==> config.mk <==
export PLATFORM = sky130hd
export DESIGN_NAME = id_ex_stage
export DESIGN_NICKNAME = d
export VERILOG_FILES = /design/src/rtl/id_ex_stage_pkg.sv /design/src/rtl/id_ex_stage_fwd_mux.sv /design/src/rtl/id_ex_stage.sv
export SDC_FILE = /design/constraint.sdc
export NUM_CORES = 1
export LEC_CHECK = 0
export CAP_MARGIN = 20
export CORE_ASPECT_RATIO = 0.75
export CORE_UTILIZATION = 45
export DETAILED_ROUTE_END_ITERATION = 10
export PLACE_DENSITY = 0.83
export SETUP_SLACK_MARGIN = 0.5
export SYNTH_ARGS = -nofsm -noshare
export SYNTH_HDL_FRONTEND = slang
export SYNTH_SLANG_ARGS = --single-unit
==> constraint.sdc <==
create_clock -name clk -period 2.35 [get_ports clk]
set_input_delay 0.3525 -clock clk [delete_from_list [all_inputs] [get_ports clk]]
set_output_delay 0.3525 -clock clk [all_outputs]
set_load 0.02 [all_outputs]
==> src/rtl/id_ex_stage_pkg.sv <==
// Shared types for the decode-to-execute stage: word, ALU opcode, register address, slot payload.
package id_ex_stage_pkg;

  localparam int unsigned WORD_W = 32;
  localparam int unsigned REG_AW = 5;
  localparam int unsigned OP_W   = 4;

  typedef logic [WORD_W-1:0] word;
  typedef logic [REG_AW-1:0] regaddr_t;

  localparam word ZERO_WORD = WORD_W'(0);

  typedef enum logic [OP_W-1:0] {
    alu_add = 4'd0,
    alu_sub = 4'd1,
    alu_and = 4'd2,
    alu_or  = 4'd3,
    alu_xor = 4'd4,
    alu_sll = 4'd5,
    alu_srl = 4'd6,
    alu_sra = 4'd7
  } aluop;

  typedef struct packed {
    aluop     op;
    word      data1;
    word      data2;
    regaddr_t rs1;
    regaddr_t rs2;
    logic     use_imm;
    regaddr_t rd;
    logic     rd_we;
  } id_ex_payload_t;

  // A writer hits a source only when it writes that register and it is not x0.
  function automatic logic rd_hit(input logic we, input regaddr_t waddr, input regaddr_t rs);
    return we && (waddr == rs) && (rs != REG_AW'(0));
  endfunction

endpackage

==> src/rtl/id_ex_stage_fwd_mux.sv <==
// Operand forwarding mux: picks MEM, then WB, then register-file data; x0 always reads zero.
module id_ex_stage_fwd_mux
  import id_ex_stage_pkg::*;
(
  input  logic     [REG_AW-1:0] rs,
  input  logic     [WORD_W-1:0] rf_data,
  input  logic                  mem_rd_we,
  input  logic     [REG_AW-1:0] mem_rd_addr,
  input  logic     [WORD_W-1:0] mem_rd_data,
  input  logic                  wb_rd_we,
  input  logic     [REG_AW-1:0] wb_rd_addr,
  input  logic     [WORD_W-1:0] wb_rd_data,
  output logic     [WORD_W-1:0] data_c
);

  always_comb begin
    data_c = rf_data;
    if (rs == REG_AW'(0))
      data_c = ZERO_WORD;
    else if (rd_hit(mem_rd_we, mem_rd_addr, rs))
      data_c = mem_rd_data;
    else if (rd_hit(wb_rd_we, wb_rd_addr, rs))
      data_c = wb_rd_data;
  end

endmodule

==> src/rtl/id_ex_stage.sv <==
// ID/EX pipeline slot feeding the ALU, with operand forwarding, stall snooping and flush.
// Optional: EX_STALL_CNT_EN adds a free-running stall-cycle counter output stall_cnt_o.
module id_ex_stage
  import id_ex_stage_pkg::*;
(
  input  logic              clk,
  input  logic              rst_n,
  input  logic              id_valid_i,
  output logic              id_ready_o,
  input  aluop              id_aluop_i,
  input  logic [REG_AW-1:0] id_rs1_addr_i,
  input  logic [REG_AW-1:0] id_rs2_addr_i,
  input  logic [WORD_W-1:0] id_rs1_data_i,
  input  logic [WORD_W-1:0] id_rs2_data_i,
  input  logic [WORD_W-1:0] id_imm_i,
  input  logic              id_use_imm_i,
  input  logic [REG_AW-1:0] id_rd_addr_i,
  input  logic              id_rd_we_i,
  input  logic              mem_rd_we_i,
  input  logic [REG_AW-1:0] mem_rd_addr_i,
  input  logic [WORD_W-1:0] mem_rd_data_i,
  input  logic              wb_rd_we_i,
  input  logic [REG_AW-1:0] wb_rd_addr_i,
  input  logic [WORD_W-1:0] wb_rd_data_i,
  input  logic              flush_i,
  input  logic              ALU_busy_i,
  input  logic              ex_ready_i,
  output logic [WORD_W-1:0] ALU_data1_o,
  output logic [WORD_W-1:0] ALU_data2_o,
  output aluop              ALU_op_o,
  output logic              ex_valid_o,
  output logic [REG_AW-1:0] ex_rd_addr_o,
  output logic              ex_rd_we_o
`ifdef EX_STALL_CNT_EN
  ,
  output logic [31:0]       stall_cnt_o
`endif
);

  localparam id_ex_payload_t SLOT_RST = '{op: alu_add, data1: ZERO_WORD, data2: ZERO_WORD,
                                         rs1: '0, rs2: '0, use_imm: 1'b0, rd: '0, rd_we: 1'b0};

  id_ex_payload_t slot_q, slot_d;
  logic           valid_q, valid_d;
  logic           advance, capture;
  word            fwd1_c, fwd2_c;

  assign advance    = valid_q & ex_ready_i & ~ALU_busy_i;
  assign id_ready_o = ~valid_q | advance;
  assign capture    = id_valid_i & id_ready_o & ~flush_i;

  id_ex_stage_fwd_mux u_fwd1 (
    .rs(id_rs1_addr_i), .rf_data(id_rs1_data_i),
    .mem_rd_we(mem_rd_we_i), .mem_rd_addr(mem_rd_addr_i), .mem_rd_data(mem_rd_data_i),
    .wb_rd_we(wb_rd_we_i), .wb_rd_addr(wb_rd_addr_i), .wb_rd_data(wb_rd_data_i),
    .data_c(fwd1_c)
  );

  id_ex_stage_fwd_mux u_fwd2 (
    .rs(id_rs2_addr_i), .rf_data(id_rs2_data_i),
    .mem_rd_we(mem_rd_we_i), .mem_rd_addr(mem_rd_addr_i), .mem_rd_data(mem_rd_data_i),
    .wb_rd_we(wb_rd_we_i), .wb_rd_addr(wb_rd_addr_i), .wb_rd_data(wb_rd_data_i),
    .data_c(fwd2_c)
  );

  // Slot next-state: flush > capture > drain > hold (with WB snoop while stalled).
  always_comb begin
    slot_d  = slot_q;
    valid_d = valid_q;
    if (flush_i) begin
      valid_d = 1'b0;
    end else if (capture) begin
      valid_d        = 1'b1;
      slot_d.op      = id_aluop_i;
      slot_d.data1   = fwd1_c;
      slot_d.data2   = id_use_imm_i ? id_imm_i : fwd2_c;
      slot_d.rs1     = id_rs1_addr_i;
      slot_d.rs2     = id_rs2_addr_i;
      slot_d.use_imm = id_use_imm_i;
      slot_d.rd      = id_rd_addr_i;
      slot_d.rd_we   = id_rd_we_i;
    end else if (advance) begin
      valid_d = 1'b0;
    end else if (valid_q) begin
      if (rd_hit(wb_rd_we_i, wb_rd_addr_i, slot_q.rs1))
        slot_d.data1 = wb_rd_data_i;
      if (!slot_q.use_imm && rd_hit(wb_rd_we_i, wb_rd_addr_i, slot_q.rs2))
        slot_d.data2 = wb_rd_data_i;
    end
  end

  always_ff @(posedge clk or negedge rst_n) begin
    if (!rst_n) begin
      slot_q  <= SLOT_RST;
      valid_q <= 1'b0;
    end else begin
      slot_q  <= slot_d;
      valid_q <= valid_d;
    end
  end

  assign ex_valid_o   = valid_q;
  assign ALU_data1_o  = slot_q.data1;
  assign ALU_data2_o  = slot_q.data2;
  assign ALU_op_o     = slot_q.op;
  assign ex_rd_addr_o = slot_q.rd;
  assign ex_rd_we_o   = slot_q.rd_we;

`ifdef EX_STALL_CNT_EN
  logic [31:0] stall_cnt_q;

  // Counts cycles where a live instruction could not leave; wraps naturally.
  always_ff @(posedge clk or negedge rst_n) begin
    if (!rst_n)
      stall_cnt_q <= 32'd0;
    else if (flush_i)
      stall_cnt_q <= 32'd0;
    else if (valid_q && !advance)
      stall_cnt_q <= stall_cnt_q + 32'd1;
  end

  assign stall_cnt_o = stall_cnt_q;
`endif

endmodule

**After elaboration in Yosys (flattened, before gate mapping)**

Index checks and enable logic that the tools add are counted.

- Register bits after elaboration: 86
- Latch bits: 0
- Bits in writable memories: 0
- Bits in read-only memories: 0
- Output and inout bits: 76
- Memories kept: 0

- Add/subtract/negate cells: 0
- $mul: 0
- Div/mod/pow operators: 0
- Order comparisons: 0
- Equality and inequality tests: 7
- Shifts and indexed selects: 0
- Muxes and demuxes: 15
- Bitwise operators: 8
- Reduce and logical (&&, ||, !) cells: 27

Operator list:

| kind | number |
|---|---|
| 32-bit two-way mux | 9 |
| 64-bit two-way mux | 3 |
| 5-bit == test | 6 |
| 5-bit nonzero test | 4 |
| 1-bit logical AND | 13 |
| 5-bit logical NOT | 2 |
| 4-bit AND reduction | 2 |
| 2-bit nonzero test | 3 |
| 1-bit bitwise AND | 4 |
| 1-bit two-way mux | 3 |
| 1-bit NOT | 3 |
| 3-bit nonzero test | 1 |
| 2-bit by 1-bit inequality test with 1-bit output (second input constant) | 1 |
| 2-bit AND reduction | 1 |
| 1-bit logical NOT | 1 |
| 1-bit bitwise OR | 1 |

**Depth between registers and ports, before layout**

- Depth in word-level cells: 8
- Mapped depth: 8
- Gate-level depth less buffers: 5

**Cells and area by module**

A second synthesis with hierarchy kept.

- Cells, all modules: 778
- Area, all modules: 7021.7 um^2

Modules (own cells, without submodules):

| module | instances | cells an instance | area an instance (um^2) |
|---|---|---|---|
| id_ex_stage | 1 | 430 | 4919.7 |
| id_ex_stage_fwd_mux | 2 | 174 | 1051.0 |

**Worst setup path after synthesis**

No wires, ideal clock.

- Path type: input-to-reg
- Start: input port id_rs1_addr_i[0]
- End: register slot_q (netlist bit ALU_data1_o[20])
- Setup time: 0.141 ns
- Arrival time: 1.813 ns
- Required time: 2.209 ns
- Slack: 0.396 ns
- Stages: 6
- Buffers on the path: 1
- Cells stage by stage: or4_1 nor2_1 and3b_1 clkbuf_1 o311ai_1 a31oi_1

- Word-level cells in the longest chain between the ends: 7
- Elaborated cells between the ends (all ways): 12

Ends and longest elaborated chain:

| element | line | text |
|---|---|---|
| from (decl) | id_ex_stage.sv:11 | `input logic [REG_AW-1:0] id_rs1_addr_i,` |
| 5-bit == test | id_ex_stage_pkg.sv:37 | `return we && (waddr == rs) && (rs != REG_AW'(0));` |
| 1-bit logical AND (2 in series) | id_ex_stage_pkg.sv:37 |  |
| 32-bit two-way mux | id_ex_stage_fwd_mux.sv:22 | `else if (rd_hit(wb_rd_we, wb_rd_addr, rs))` |
| 32-bit two-way mux | id_ex_stage_fwd_mux.sv:20 | `else if (rd_hit(mem_rd_we, mem_rd_addr, rs))` |
| 32-bit two-way mux * | id_ex_stage_fwd_mux.sv:18 | `if (rs == REG_AW'(0))` |
| 64-bit two-way mux * | id_ex_stage.sv:72 | `end else if (capture) begin` |
| to (signal assigned) | id_ex_stage.sv:97 | `slot_q <= slot_d;` |
| to (decl) | id_ex_stage.sv:43 | `id_ex_payload_t slot_q, slot_d;` |

Mark *: on every way between the ends. The rest lies on a longest branch, timed or not.
A chain may end at the register's enable or synchronous reset.

**Final worst setup path**

- Start: register valid_q (netlist: ex_valid_o)
- End: register slot_q (netlist bit ALU_data1_o[8])

- Word-level cells in the longest chain between the ends: 7
- Elaborated cells between the ends (all ways): 11

Ends and longest elaborated chain:

| element | line | text |
|---|---|---|
| from (decl) | id_ex_stage.sv:44 | `logic valid_q, valid_d;` |
| from (signal assigned) | id_ex_stage.sv:98 | `valid_q <= valid_d;` |
| 1-bit bitwise AND (2 in series) | id_ex_stage.sv:48 | `assign advance = valid_q & ex_ready_i & ~ALU_busy_i;` |
| 1-bit bitwise OR | id_ex_stage.sv:49 | `assign id_ready_o = ~valid_q \| advance;` |
| 1-bit bitwise AND (2 in series) | id_ex_stage.sv:50 | `assign capture = id_valid_i & id_ready_o & ~flush_i;` |
| 2-bit by 1-bit inequality test with 1-bit output (no source line) or 2-bit nonzero test (tied branches) | n/a |  |
| 4-bit AND reduction (no source line) | n/a |  |

Parallel ways exist; a longest one is shown, timed or not.

==> summary.md <==
| Metric | Value |
|---|---|
| Worst Tran Pin Value | 672 ps |
| Syn_nets | 976 |
| Critical path type | reg2reg |
| Worst Reg-to-Reg Cells | 9 |
| Number of global-route vias before repair | 7,862 |
| RSZ-0062 raised after global routing | true |
| Congestion Overflow GR | 0 |
| DRT Wirelength | 32,400 um |
| Crit path buf inv count | 5 |
| Share of layout cells above drive strength 1 | 34.4% |
| Reg clk slew, reported paths | 70 ps |
| Fmax | 503 MHz |
| Pre-antenna DRT Iters | 5 |
| Minimum clock period | 1990 ps |
| Max Cap Violations | 0 |
| Starting Density | between 40% and 50% |
| Num Clock Sinks | 86 |
| Die area | 0.0156 mm^2 |
| Fill cells | 851 |
| Skew final | 8.39 ps |
| Total Routing Usage GR | 39.7% |
| Register share of total power | 30.9% |
| Layout area overhead | 76.1% |
| Crit-path cells | a211o_4, buf_6, buf_6, buf_6, nor2_4, buf_12, buf_4, o311ai_2, a31oi_1 |
| Site row count | 38 |
| Critical Path Stages | 9 |
| Die X | 144 um |
| Clock power share | approximately a quarter |
| First-pass GRT wire length | 45,500 um |
| Largest area contributor in the netlist | dfrtp_1 |
| H-tree level count | 3 |
| Static leakage | 4.61 nW |
| CP endpoint kind | register |
| Initial antenna violation count | 3 |
| PD cells | 539 mW/mm^2 |
| Critical Path Most Common Cell | buf_6 |
| Syn_area_per_cell | 8.72 um^2 |
| Req. time, crit path | 2610 ps |
| Top post-synthesis cells by count | dfrtp_1 (86), buf_4 (76), nor2_1 (69) |
| CORE AREA | 0.0146 mm^2 |
| Synth Cell Area | 0.00678 mm^2 |
| Area share of the largest cell type after synthesis | 31.7% |
| Seq/Total Area, Yosys | between 30% and 40% |
| Buffers added on ports | 274 |
| Worst R2R Setup Slack | 360 ps |
| Primary FF master, synth | dfrtp_1 |
| Hold WC Path Type | in2async |
| Final count of negative-setup-slack endpoints | 0 |
| Synth unique cells | 45 |
| Worst-Skew Late Latency | 350 ps |
| CTS root buffer | clkbuf_16 |
| Net count, final | 1,221 |
| WL/cell | 26.4 um |
| Most common cell in the netlist | dfrtp_1 |
| Post-synth EDFFs | 0 |
| Final hold vios | 0 |
| Longest Clk Path Bufs | 2 |
| Synth warnings | 0 |
| Max-slew violations | 0 |
| Top post-synthesis cells by area | dfrtp_1 (32%), buf_4 (8.4%), o32ai_2 (7.2%) |
| Total power | 6.43 mW |
| Antenna Nets Post-Route | 0 |
| Synth Register Bits | 86 |
| Initial DRC count | slightly above 800 |
| Switch share | 34.3% |
| Routability cong. | 0.910 |
| Psw | roughly 2.2 mW |
| Syn Inst Count | 777 |
| Slew headroom | between 50% and 60% |
| WP data arrival | around 2300 ps |
| Largest net degree at the start of global routing | 47 |
| Worst Setup Slack post-DPL | -249 ps |
| Outcome | finished, final reports clean |
| # IOs | 275 |
| Maximum fanout along the worst path | 6 |
| Via count | 7,954 |
| Remaining DRCs | 0 |
| Die Height | 108 um |
| Worst setup margin | roughly 360 ps |
| Hold_ws | 42.4 ps |
| Hold Buf Count CTS | 0 |
| Top Family by Delay on Critical Path | buffers and inverters |
| Async S/R FF share, synth | 100% |
| Peak supply drop | 0.364 mV |
| CP startpoint kind | register |
| Combinational power share | 42.9% |
| Internal | roughly 4.2 mW |
| Tcrit/Tclk final | 84.6% |
| Critical path's slowest cell | dfrtp_2 |
| Slowest stage delay, CP | about 420 ps |
| Final HPWL DP | 18,800 um |
| CTS buffer count | 9 |
| Via/cell ratio | 6.47 |
| TritonCTS clock tree | yes |
[cell usage in the layout, fill, tap and decap left out, types with 26 or more instances in the layout]
cell type,netlist,layout
a211oi_2,0,29
a21oi_1,34,32
a221oi_2,0,28
a31oi_1,32,31
and3_1,32,26
buf_12,0,28
buf_4,76,48
clkdlybuf4s50_1,0,249
dfrtp_1,86,84
inv_1,35,34
nand2_1,35,35
nand3b_1,32,32
nor2_1,69,33
nor3_1,34,32
o32ai_2,30,30
[flip-flops by register name, summed over array words and instances, names as in the netlist]
signal	cells
ALU_data1_o	32
ex_valid_o	1
ex_rd_addr_o	5
ALU_op_o	4
ex_rd_we_o	1
slot_q	11
ALU_data2_o	32
[what timing repair did]
action	in CTS	in global routing
pin swaps	58	32
gates resized for setup	208	89
gates cloned	16	5
endpoints found under the setup margin	65	65
setup buffers	32	6
[routing by layer]
| metal | track usage (%) | vias up | wire length (um) |
|---|---|---|---|
| li1 | - | 3307 | - |
| met1 | 48.6 | 3830 | 12000 |
| met2 | 65.0 | 675 | 15000 |
| met3 | 11.2 | 142 | 3960 |
| met4 | 18.2 | 0 | 1460 |
| met5 | 0 | - | 0 |
[path summary, 6_finish.rpt]
path                                  start         endpoint
max                              ex_valid_o   ALU_data1_o[8]
min                                   rst_n      ALU_op_o[0]
max reg2reg                      ex_valid_o   ALU_data1_o[8]
min reg2reg                 ex_rd_addr_o[4]  ex_rd_addr_o[4]
max in group asynchronous             rst_n  ALU_data1_o[22]
min in group clk           id_rs1_addr_i[3]       slot_q[15]
[layout make-up]
type / instances / area, um^2 / area share, %
sequential: 86 / 2150 / 18.0
timing repair buffer: 386 / 4370 / 36.6
multi-input combinational: 504 / 4690 / 39.3
clock buffer: 9 / 225 / 1.89
inverter: 35 / 131 / 1.10
clock inverter: 7 / 113 / 0.943
antenna: 3 / 7.51 / 0.0629
tap: 200 / 250 / 2.10
[cell families after synthesis]
kind of cell	after synthesis	synth area share [%]
AO/OA/AOI/OAI	234	29.4
XOR/XNOR	28	3.62
buffers and inverters	188	15.2
flip-flops	86	31.7
multiplexers	20	3.32
AND/OR/NAND/NOR	221	16.7
[worst reg2reg max path: cells and delay by family, from the launching register on]
kind	cells	cell delay, ps
buffers and inverters	5	670
AOI/OAI and AO/OA	3	630
DFF	1	420
and+or+nand+nor	1	170
[per-stage QoR]
step | cell area (um^2) | setup TNS [ps] | cells | utilization [%]
floorplan | 6910 | 0 | 777 | -
global placement | 9550 | -8040 | 1152 | 65.4
detailed placement | 9550 | -10650 | 1152 | 65.4
CTS | 11400 | 0 | 1216 | 78.0
global route | 11900 | 0 | 1229 | 81.8
finish | 11900 | 0 | 1230 | 81.8
[power groups by stage]
stage,Sequential [mW],Clock [mW],Combinational [mW]
floorplan,1.91,0,1.41
global placement,1.96,0,2.21
detailed placement,1.97,0,2.24
CTS,1.97,1.67,2.58
global route,2.01,1.74,2.87
finish,1.99,1.68,2.76
Power figures use the tool's default switching activity.
